File: config.mk
export PLATFORM = sky130hd
export DESIGN_NAME = mac_rx_framer_flat
export DESIGN_NICKNAME = d
export VERILOG_FILES = /design/src/rtl/mac_pkg.sv /design/src/rtl/mac_rx_framer_if.sv /design/src/rtl/crc32_d8.sv /design/src/rtl/mac_rx_framer.sv /design/src/flat_wrapper.sv
export SDC_FILE = /design/constraint.sdc
export NUM_CORES = 1
export LEC_CHECK = 0
export CORE_AREA = 2 2 105 107
export DETAILED_ROUTE_END_ITERATION = 16
export DIE_AREA = 0 0 107 109
export GPL_ROUTABILITY_DRIVEN = 0
export PLACE_DENSITY = 0.66
export SETUP_SLACK_MARGIN = 0.15
export SLEW_MARGIN = 25
export SYNTH_ARGS = -nofsm -noshare
export SYNTH_HDL_FRONTEND = slang
export SYNTH_SLANG_ARGS = --single-unit
File: constraint.sdc
create_clock -name rx_clk -period 2.75 [get_ports rx_clk]
set_input_delay 0.275 -clock rx_clk [delete_from_list [all_inputs] [get_ports rx_clk]]
set_output_delay 0.275 -clock rx_clk [all_outputs]
set_load 0.02 [all_outputs]
File: src/rtl/mac_pkg.sv
// Shared MAC definitions: receive FSM states, framing bytes and CRC-32 constants.
// Imported by the receive framer and by the CRC byte engine.
package mac_pkg;

   typedef enum logic [2:0] {
      IDLE,
      PREAMBLE,
      DATA,
      DONE,
      DROP
   } rx_state_e;

   localparam logic [7:0]  PREAMBLE_BYTE   = 8'h55;
   localparam logic [7:0]  SFD_BYTE        = 8'hD5;

   localparam logic [31:0] CRC32_POLY      = 32'h04C11DB7;
   // Bit-reversed form of CRC32_POLY for the LSB-first shift.
   localparam logic [31:0] CRC32_POLY_REFL = 32'hEDB88320;
   localparam logic [31:0] CRC32_INIT      = 32'hFFFFFFFF;
   localparam logic [31:0] CRC32_RESIDUE   = 32'hDEBB20E3;

endpackage

File: src/rtl/mac_rx_framer_if.sv
// GMII receive byte stream in, framed bytes and per-frame status out.
// slave is the framer side, master is the PHY/consumer side.
interface mac_rx_framer_if #(
   parameter int CNT_WIDTH = 16
);

   logic [7:0]           gmii_rxd;
   logic                 gmii_rx_dv;
   logic                 gmii_rx_er;
   logic [7:0]           rx_data;
   logic                 rx_data_valid;
   logic                 rx_sof;
   logic                 rx_frame_done;
   logic                 rx_frame_good;
   logic                 rx_err_crc;
   logic                 rx_err_len;
   logic                 rx_err_phy;
   logic [CNT_WIDTH-1:0] frame_length;

   modport master (
      output gmii_rxd, gmii_rx_dv, gmii_rx_er,
      input  rx_data, rx_data_valid, rx_sof, rx_frame_done,
      input  rx_frame_good, rx_err_crc, rx_err_len, rx_err_phy,
      input  frame_length
   );

   modport slave (
      input  gmii_rxd, gmii_rx_dv, gmii_rx_er,
      output rx_data, rx_data_valid, rx_sof, rx_frame_done,
      output rx_frame_good, rx_err_crc, rx_err_len, rx_err_phy,
      output frame_length
   );

endinterface

File: src/rtl/crc32_d8.sv
// Combinational reflected CRC-32 update for one byte, LSB first.
// Shared by the receive framer and the transmit side.
module crc32_d8
   import mac_pkg::*;
(
   input  logic [31:0] crc_in,
   input  logic [7:0]  data,
   output logic [31:0] crc_out
);

   logic [31:0] c;

   always_comb begin
      c = crc_in ^ {24'h0, data};
      for (int i = 0; i < 8; i++) begin
         c = c[0] ? ((c >> 1) ^ CRC32_POLY_REFL) : (c >> 1);
      end
      crc_out = c;
   end

endmodule

File: src/rtl/mac_rx_framer.sv
// Receive framer: strips preamble/SFD, withholds the 4-byte FCS through a
// delay line, checks CRC-32 and length, and strobes status once per frame.
module mac_rx_framer
   import mac_pkg::*;
#(
   parameter int MIN_FRAME = 64,
   parameter int MAX_FRAME = 1518,
   parameter int CNT_WIDTH = 16
) (
   input  logic           rx_clk,
   input  logic           reset,
   mac_rx_framer_if.slave bus
);

   rx_state_e            state_q, state_d;
   logic [3:0][7:0]      dly_q, dly_d;
   logic [31:0]          crc_q, crc_d, crc_nxt;
   logic [CNT_WIDTH-1:0] cnt_q, cnt_d;
   logic [CNT_WIDTH-1:0] flen_q, flen_d;
   logic                 phy_q, phy_d;
   logic [7:0]           rx_data_q, rx_data_d;
   logic                 valid_q, valid_d;
   logic                 sof_q, sof_d;
   logic                 done_q, done_d;
   logic                 good_q, good_d;
   logic                 ecrc_q, ecrc_d;
   logic                 elen_q, elen_d;
   logic                 ephy_q, ephy_d;

   crc32_d8 u_crc (
      .crc_in  (crc_q),
      .data    (bus.gmii_rxd),
      .crc_out (crc_nxt)
   );

   always_comb begin
      state_d   = state_q;
      dly_d     = dly_q;
      crc_d     = crc_q;
      cnt_d     = cnt_q;
      phy_d     = phy_q;
      flen_d    = flen_q;
      rx_data_d = rx_data_q;
      valid_d   = 1'b0;
      sof_d     = 1'b0;
      done_d    = 1'b0;
      good_d    = good_q;
      ecrc_d    = ecrc_q;
      elen_d    = elen_q;
      ephy_d    = ephy_q;
      // Frame context only lives in DATA; every other state holds it cleared.
      if (state_q != DATA) begin
         dly_d = '0;
         crc_d = CRC32_INIT;
         cnt_d = '0;
         phy_d = 1'b0;
      end
      unique case (state_q)
         IDLE, PREAMBLE: begin
            if (!bus.gmii_rx_dv) begin
               state_d = IDLE;
            end else begin
               unique case (1'b1)
                  bus.gmii_rxd == PREAMBLE_BYTE: state_d = PREAMBLE;
                  bus.gmii_rxd == SFD_BYTE:      state_d = DATA;
                  default:                       state_d = DROP;
               endcase
            end
         end
         DATA: begin
            if (bus.gmii_rx_dv) begin
               dly_d = {dly_q[2:0], bus.gmii_rxd};
               crc_d = crc_nxt;
               phy_d = phy_q | bus.gmii_rx_er;
               if (cnt_q != '1) cnt_d = cnt_q + 1'b1;
               if (cnt_q >= CNT_WIDTH'(4)) begin
                  rx_data_d = dly_q[3];
                  valid_d   = 1'b1;
                  sof_d     = (cnt_q == CNT_WIDTH'(4));
               end
            end else begin
               state_d = DONE;
               done_d  = 1'b1;
               flen_d  = cnt_q;
               ecrc_d  = (crc_q != CRC32_RESIDUE);
               elen_d  = (cnt_q < CNT_WIDTH'(MIN_FRAME)) ||
                         (cnt_q > CNT_WIDTH'(MAX_FRAME));
               ephy_d  = phy_q | bus.gmii_rx_er;
               good_d  = !(ecrc_d || elen_d || ephy_d);
            end
         end
         DONE: state_d = IDLE;
         DROP: begin
            if (!bus.gmii_rx_dv) state_d = IDLE;
         end
         default: state_d = DROP;
      endcase
   end

   always_ff @(posedge rx_clk) begin
      if (!reset) begin
         state_q   <= DROP;
         dly_q     <= '0;
         crc_q     <= CRC32_INIT;
         cnt_q     <= '0;
         phy_q     <= 1'b0;
         flen_q    <= '0;
         rx_data_q <= '0;
         valid_q   <= 1'b0;
         sof_q     <= 1'b0;
         done_q    <= 1'b0;
         good_q    <= 1'b0;
         ecrc_q    <= 1'b0;
         elen_q    <= 1'b0;
         ephy_q    <= 1'b0;
      end else begin
         state_q   <= state_d;
         dly_q     <= dly_d;
         crc_q     <= crc_d;
         cnt_q     <= cnt_d;
         phy_q     <= phy_d;
         flen_q    <= flen_d;
         rx_data_q <= rx_data_d;
         valid_q   <= valid_d;
         sof_q     <= sof_d;
         done_q    <= done_d;
         good_q    <= good_d;
         ecrc_q    <= ecrc_d;
         elen_q    <= elen_d;
         ephy_q    <= ephy_d;
      end
   end

   assign bus.rx_data       = rx_data_q;
   assign bus.rx_data_valid = valid_q;
   assign bus.rx_sof        = sof_q;
   assign bus.rx_frame_done = done_q;
   assign bus.rx_frame_good = good_q;
   assign bus.rx_err_crc    = ecrc_q;
   assign bus.rx_err_len    = elen_q;
   assign bus.rx_err_phy    = ephy_q;
   assign bus.frame_length  = flen_q;

endmodule
File: src/flat_wrapper.sv
// flat-port wrapper written by rule: the top's interface ports become plain ports
module mac_rx_framer_flat import mac_pkg::*;
#(
   parameter int MIN_FRAME = 64,
   parameter int MAX_FRAME = 1518,
   parameter int CNT_WIDTH = 16
)
  (rx_clk, reset, bus_gmii_rxd, bus_gmii_rx_dv, bus_gmii_rx_er, bus_rx_data, bus_rx_data_valid, bus_rx_sof, bus_rx_frame_done, bus_rx_frame_good, bus_rx_err_crc, bus_rx_err_len, bus_rx_err_phy, bus_frame_length);
  mac_rx_framer_if #(.CNT_WIDTH(CNT_WIDTH)) bus_i ();
  input  logic rx_clk;
  input  logic reset;
  input wire logic [$bits(bus_i.gmii_rxd)-1:0] bus_gmii_rxd;
  input wire logic [$bits(bus_i.gmii_rx_dv)-1:0] bus_gmii_rx_dv;
  input wire logic [$bits(bus_i.gmii_rx_er)-1:0] bus_gmii_rx_er;
  output wire logic [$bits(bus_i.rx_data)-1:0] bus_rx_data;
  output wire logic [$bits(bus_i.rx_data_valid)-1:0] bus_rx_data_valid;
  output wire logic [$bits(bus_i.rx_sof)-1:0] bus_rx_sof;
  output wire logic [$bits(bus_i.rx_frame_done)-1:0] bus_rx_frame_done;
  output wire logic [$bits(bus_i.rx_frame_good)-1:0] bus_rx_frame_good;
  output wire logic [$bits(bus_i.rx_err_crc)-1:0] bus_rx_err_crc;
  output wire logic [$bits(bus_i.rx_err_len)-1:0] bus_rx_err_len;
  output wire logic [$bits(bus_i.rx_err_phy)-1:0] bus_rx_err_phy;
  output wire logic [$bits(bus_i.frame_length)-1:0] bus_frame_length;
  assign bus_i.gmii_rxd = bus_gmii_rxd;
  assign bus_i.gmii_rx_dv = bus_gmii_rx_dv;
  assign bus_i.gmii_rx_er = bus_gmii_rx_er;
  assign bus_rx_data = bus_i.rx_data;
  assign bus_rx_data_valid = bus_i.rx_data_valid;
  assign bus_rx_sof = bus_i.rx_sof;
  assign bus_rx_frame_done = bus_i.rx_frame_done;
  assign bus_rx_frame_good = bus_i.rx_frame_good;
  assign bus_rx_err_crc = bus_i.rx_err_crc;
  assign bus_rx_err_len = bus_i.rx_err_len;
  assign bus_rx_err_phy = bus_i.rx_err_phy;
  assign bus_frame_length = bus_i.frame_length;
  mac_rx_framer #(.MIN_FRAME(MIN_FRAME), .MAX_FRAME(MAX_FRAME), .CNT_WIDTH(CNT_WIDTH)) u_core (.rx_clk(rx_clk), .reset(reset), .bus(bus_i));
endmodule
==> flow_summary_export.csv <==
group,metric,value,unit
timing,hold_viol,0,
drt,antenna_left,0,
power,p_sw,948,uW
power,p_int,2.96,mW
cts,post_cts_buffers,0,
yosys,ys_seq_area_share,44.6,%
grt,antenna_found_initial,0,
timing,tightest_slew,0.685,ns
timing,min_period,1.96,ns
power,seq_power_share,42.8,%
cells_and_area,drive_gt1_share,10.0,%
timing,rsz0062_at_grt,"no",
power,comb_power_share,7.0,%
grt,overflow,0,
drt,drt_iter0_drc,174,
place,place_inst,725,
cts,cts_hold_buf,0,
power,swShare,24.3,%
critical_path,crit_slowest_cell,"dfxtp_1",
yosys,synth.area.top_cells,"dfxtp_1 (45%), mux2i_1 (8.0%), xnor2_1 (7.0%)",
floorplan,core,10600,um2
yosys,yosysTopAreaCellShare,44.6,%
drt,wl_per_cell,14.7,um
yosys,synth-edff-count,0,
timing,setup_viol_count_final,0,
timing,max_freq,510,MHz
floorplan,row_count,38,
drt,route.vias.total,3977,
critical_path,path_buf_inv,0,
cts,tritoncts,"done",
floorplan,top_level_ports,43,
cells_and_area,syn2layout_area_growth,21.6,%
cells_and_area,final_util,59.2,%
timing,slew_headroom,54.0,%
floorplan,dieHeight,109,um
floorplan,initial_core_util,48.7,%
yosys,syn_area_per_cell,9.17,um2
yosys,yosys_warnings,0,
critical_path,arrival,2.39,ns
timing,finalCritPeriodShare,71.2,%
grt,grt_first_pass_wirelength,18400,um
cells_and_area,design_area,6270,um2
power,power.density,622,nW/um2
critical_path,setup.worst_path.end_class,"flip-flop",
yosys,synth_top_area_cell,"dfxtp_1",
place,dp_hpwl,7660,um
yosys,async_flop_share,0,%
grt,grt_pass1_vias,3740,
timing,skew,0.00906,ns
cts,cts_buffers,17,
cells_and_area,fin_nets,618,
grt,grt_max_degree,40,
cts,cts.sinks,115,
critical_path,start_kind,"flip-flop",
yosys,synthDistinctLibCells,50,
cells_and_area,final_cell_count_no_fill,757,
power,ir_drop,429,uV
hold_path,hp-class,"primary input to flip-flop",
drt,finalWirelength,11200,um
timing,setup_tns,0,ns
cts,ctsHtreeMaxLevel,4,
drt,drc,0,
drt,avgViaCountPerCell,5.25,
yosys,synth_flop_cell,"dfxtp_1",
critical_path,critPathMaxFanout,10,
critical_path,cp_cell_sequence,"ha_1, and4_1, nand4_1, and4_1, nor3_1",
cts,cts-root-buf,"clkbuf_8",
critical_path,crit_type,"flip-flop to flip-flop",
timing,maxSlewViolCount,0,
job,maxCapViolCount,0,
run_status,status,"complete, no violations",
place,placed_area,5730,um2
critical_path,max_stage_delay,0.41,ns
grt,track_usage,20.3,%
drt,drtPass1Iterations,4,
yosys,ys_ff_latch,115,
cts,clk_pin_slew,0.06,ns
cts,clk_latency,0.51,ns
critical_path,crit_family,"simple AND/OR/NAND/NOR gates",
power,power.share.clock,50.2,%
cells_and_area,antenna_cells,0,
yosys,syn_nets,577,
yosys,syn-cell-area,5160,um2
power,p_leak,2.34,nW
floorplan,die_width,107,um
place,portBuffers,42,
cts,clockBufferDepth,2,
critical_path,cpMostUsedCell,"and4_1",
critical_path,worst_ep_required_time,3.18,ns
cts,ctsResizeCount,0,
floorplan,die-area,11700,um2
yosys,syn_inst,563,
cells in the mapped netlist (all sizes together), types with 9 or more instances:
library cell	count
dfxtp	115
nor2	89
nand2	53
xnor2	50
mux2i	41
a21oi	36
o21ai	30
xor2	22
clkbuf	21
nor3	13
and3	9
buf	9
flip-flops by register name, summed over array words and instances (netlist names):
| register | cells |
|---|---|
| u_core.bus.rx_frame_done | 1 |
| u_core.bus.rx_err_len | 1 |
| u_core.bus.rx_data | 8 |
| u_core.state_q | 3 |
| u_core.bus.rx_sof | 1 |
| u_core.bus.rx_err_phy | 1 |
| u_core.crc_q | 32 |
| u_core.phy_q | 1 |
| u_core.bus.frame_length | 16 |
| u_core.dly_q | 32 |
| u_core.bus.rx_data_valid | 1 |
| u_core.bus.rx_err_crc | 1 |
| u_core.bus.rx_frame_good | 1 |
| u_core.cnt_q | 16 |
cell type report:
class | count | area (um2)
clock buffers | 19 | 442
clock inverters | 13 | 104
fillers | 891 | 4330
inverters | 6 | 22.5
multi-input cells | 412 | 2740
flip-flops and latches | 115 | 2300
well taps | 140 | 175
repair buffers | 52 | 490
worst register-to-register path, stage by stage (launching register included):
cell	delay, ns
dfxtp_1	0.41
ha_1	0.30
and4_1	0.25
nand4_1	0.38
and4_1	0.38
nor3_1	0.15
metal layers:
| layer | global-route usage (%) | part of all wire (%) | vias up |
|---|---|---|---|
| met1 | 25.4 | 46 | 1864 |
| met4 | 7.70 | 1.3 | 0 |
| li1 | - | - | 2010 |
| met2 | 33.9 | 49 | 94 |
| met3 | 5.14 | 3.9 | 9 |
| met5 | 0 | 0 | - |
cells by family (layout without fill, tap and decap cells):
| logic type | Yosys count | in the layout | synth area share (%) |
|---|---|---|---|
| AOI/OAI and AO/OA | 83 | 83 | 9.21 |
| xor gates and xnor gates | 76 | 76 | 15.6 |
| adders and majority gates | 2 | 2 | 0.485 |
| buffers and inverters | 36 | 90 | 2.79 |
| DFF | 115 | 115 | 44.6 |
| muxes | 41 | 41 | 7.95 |
| and+or+nand+nor | 210 | 210 | 19.3 |
cells in the final DEF (no fill, tap or decap), drive strengths merged, types with 3 or more instances in the layout:
cell type,n
dfxtp,115
nor2,89
nand2,53
xnor2,50
mux2i,41
clkdlybuf4s50,41
a21oi,36
o21ai,30
xor2,22
clkbuf,19
nor3,13
buf,11
and3,9
inv,8
nand4,6
nand3,6
clkinv,6
nor4,6
and4,5
nand4b,5
clkinvlp,5
and2,4
nor2b,4
a211o,3
xnor3,3
or3,3
path summary, 6_finish.rpt:
kind	startpoint	to	slack, ns	cells past startpoint
hold / removal	bus_gmii_rx_dv	u_core.cnt_q[15]$_SDFF_PN0_	0.18	3
setup reg to reg	u_core.cnt_q[1]$_SDFF_PN0_	u_core.cnt_q[2]$_SDFF_PN0_	0.79	5
hold reg to reg	u_core.bus.frame_length[4]$_SDFFE_PN0P_	u_core.bus.frame_length[4]$_SDFFE_PN0P_	0.45	2
setup / recovery	u_core.cnt_q[1]$_SDFF_PN0_	u_core.cnt_q[2]$_SDFF_PN0_	0.79	5
power by group through the flow:
stage	clock [mW]	combinational [mW]	sequential, mW
after CTS	2.00	0.275	1.67
after global placement	0	0.271	1.71
after global routing	2.06	0.301	1.67
after floorplan	0	0.217	1.70
after detailed placement	0	0.273	1.71
final	1.96	0.275	1.67
stage by stage:
stage	hold slack (ns)	worst slack [ns]	total power [mW]
floorplan	0.351	1.00	1.92
global placement	0.440	0.466	1.98
detailed placement	0.445	0.418	1.98
CTS	0.140	0.776	3.94
global route	0.194	0.685	4.03
finish	0.179	0.791	3.90
(Power assumes the default switching activity.)
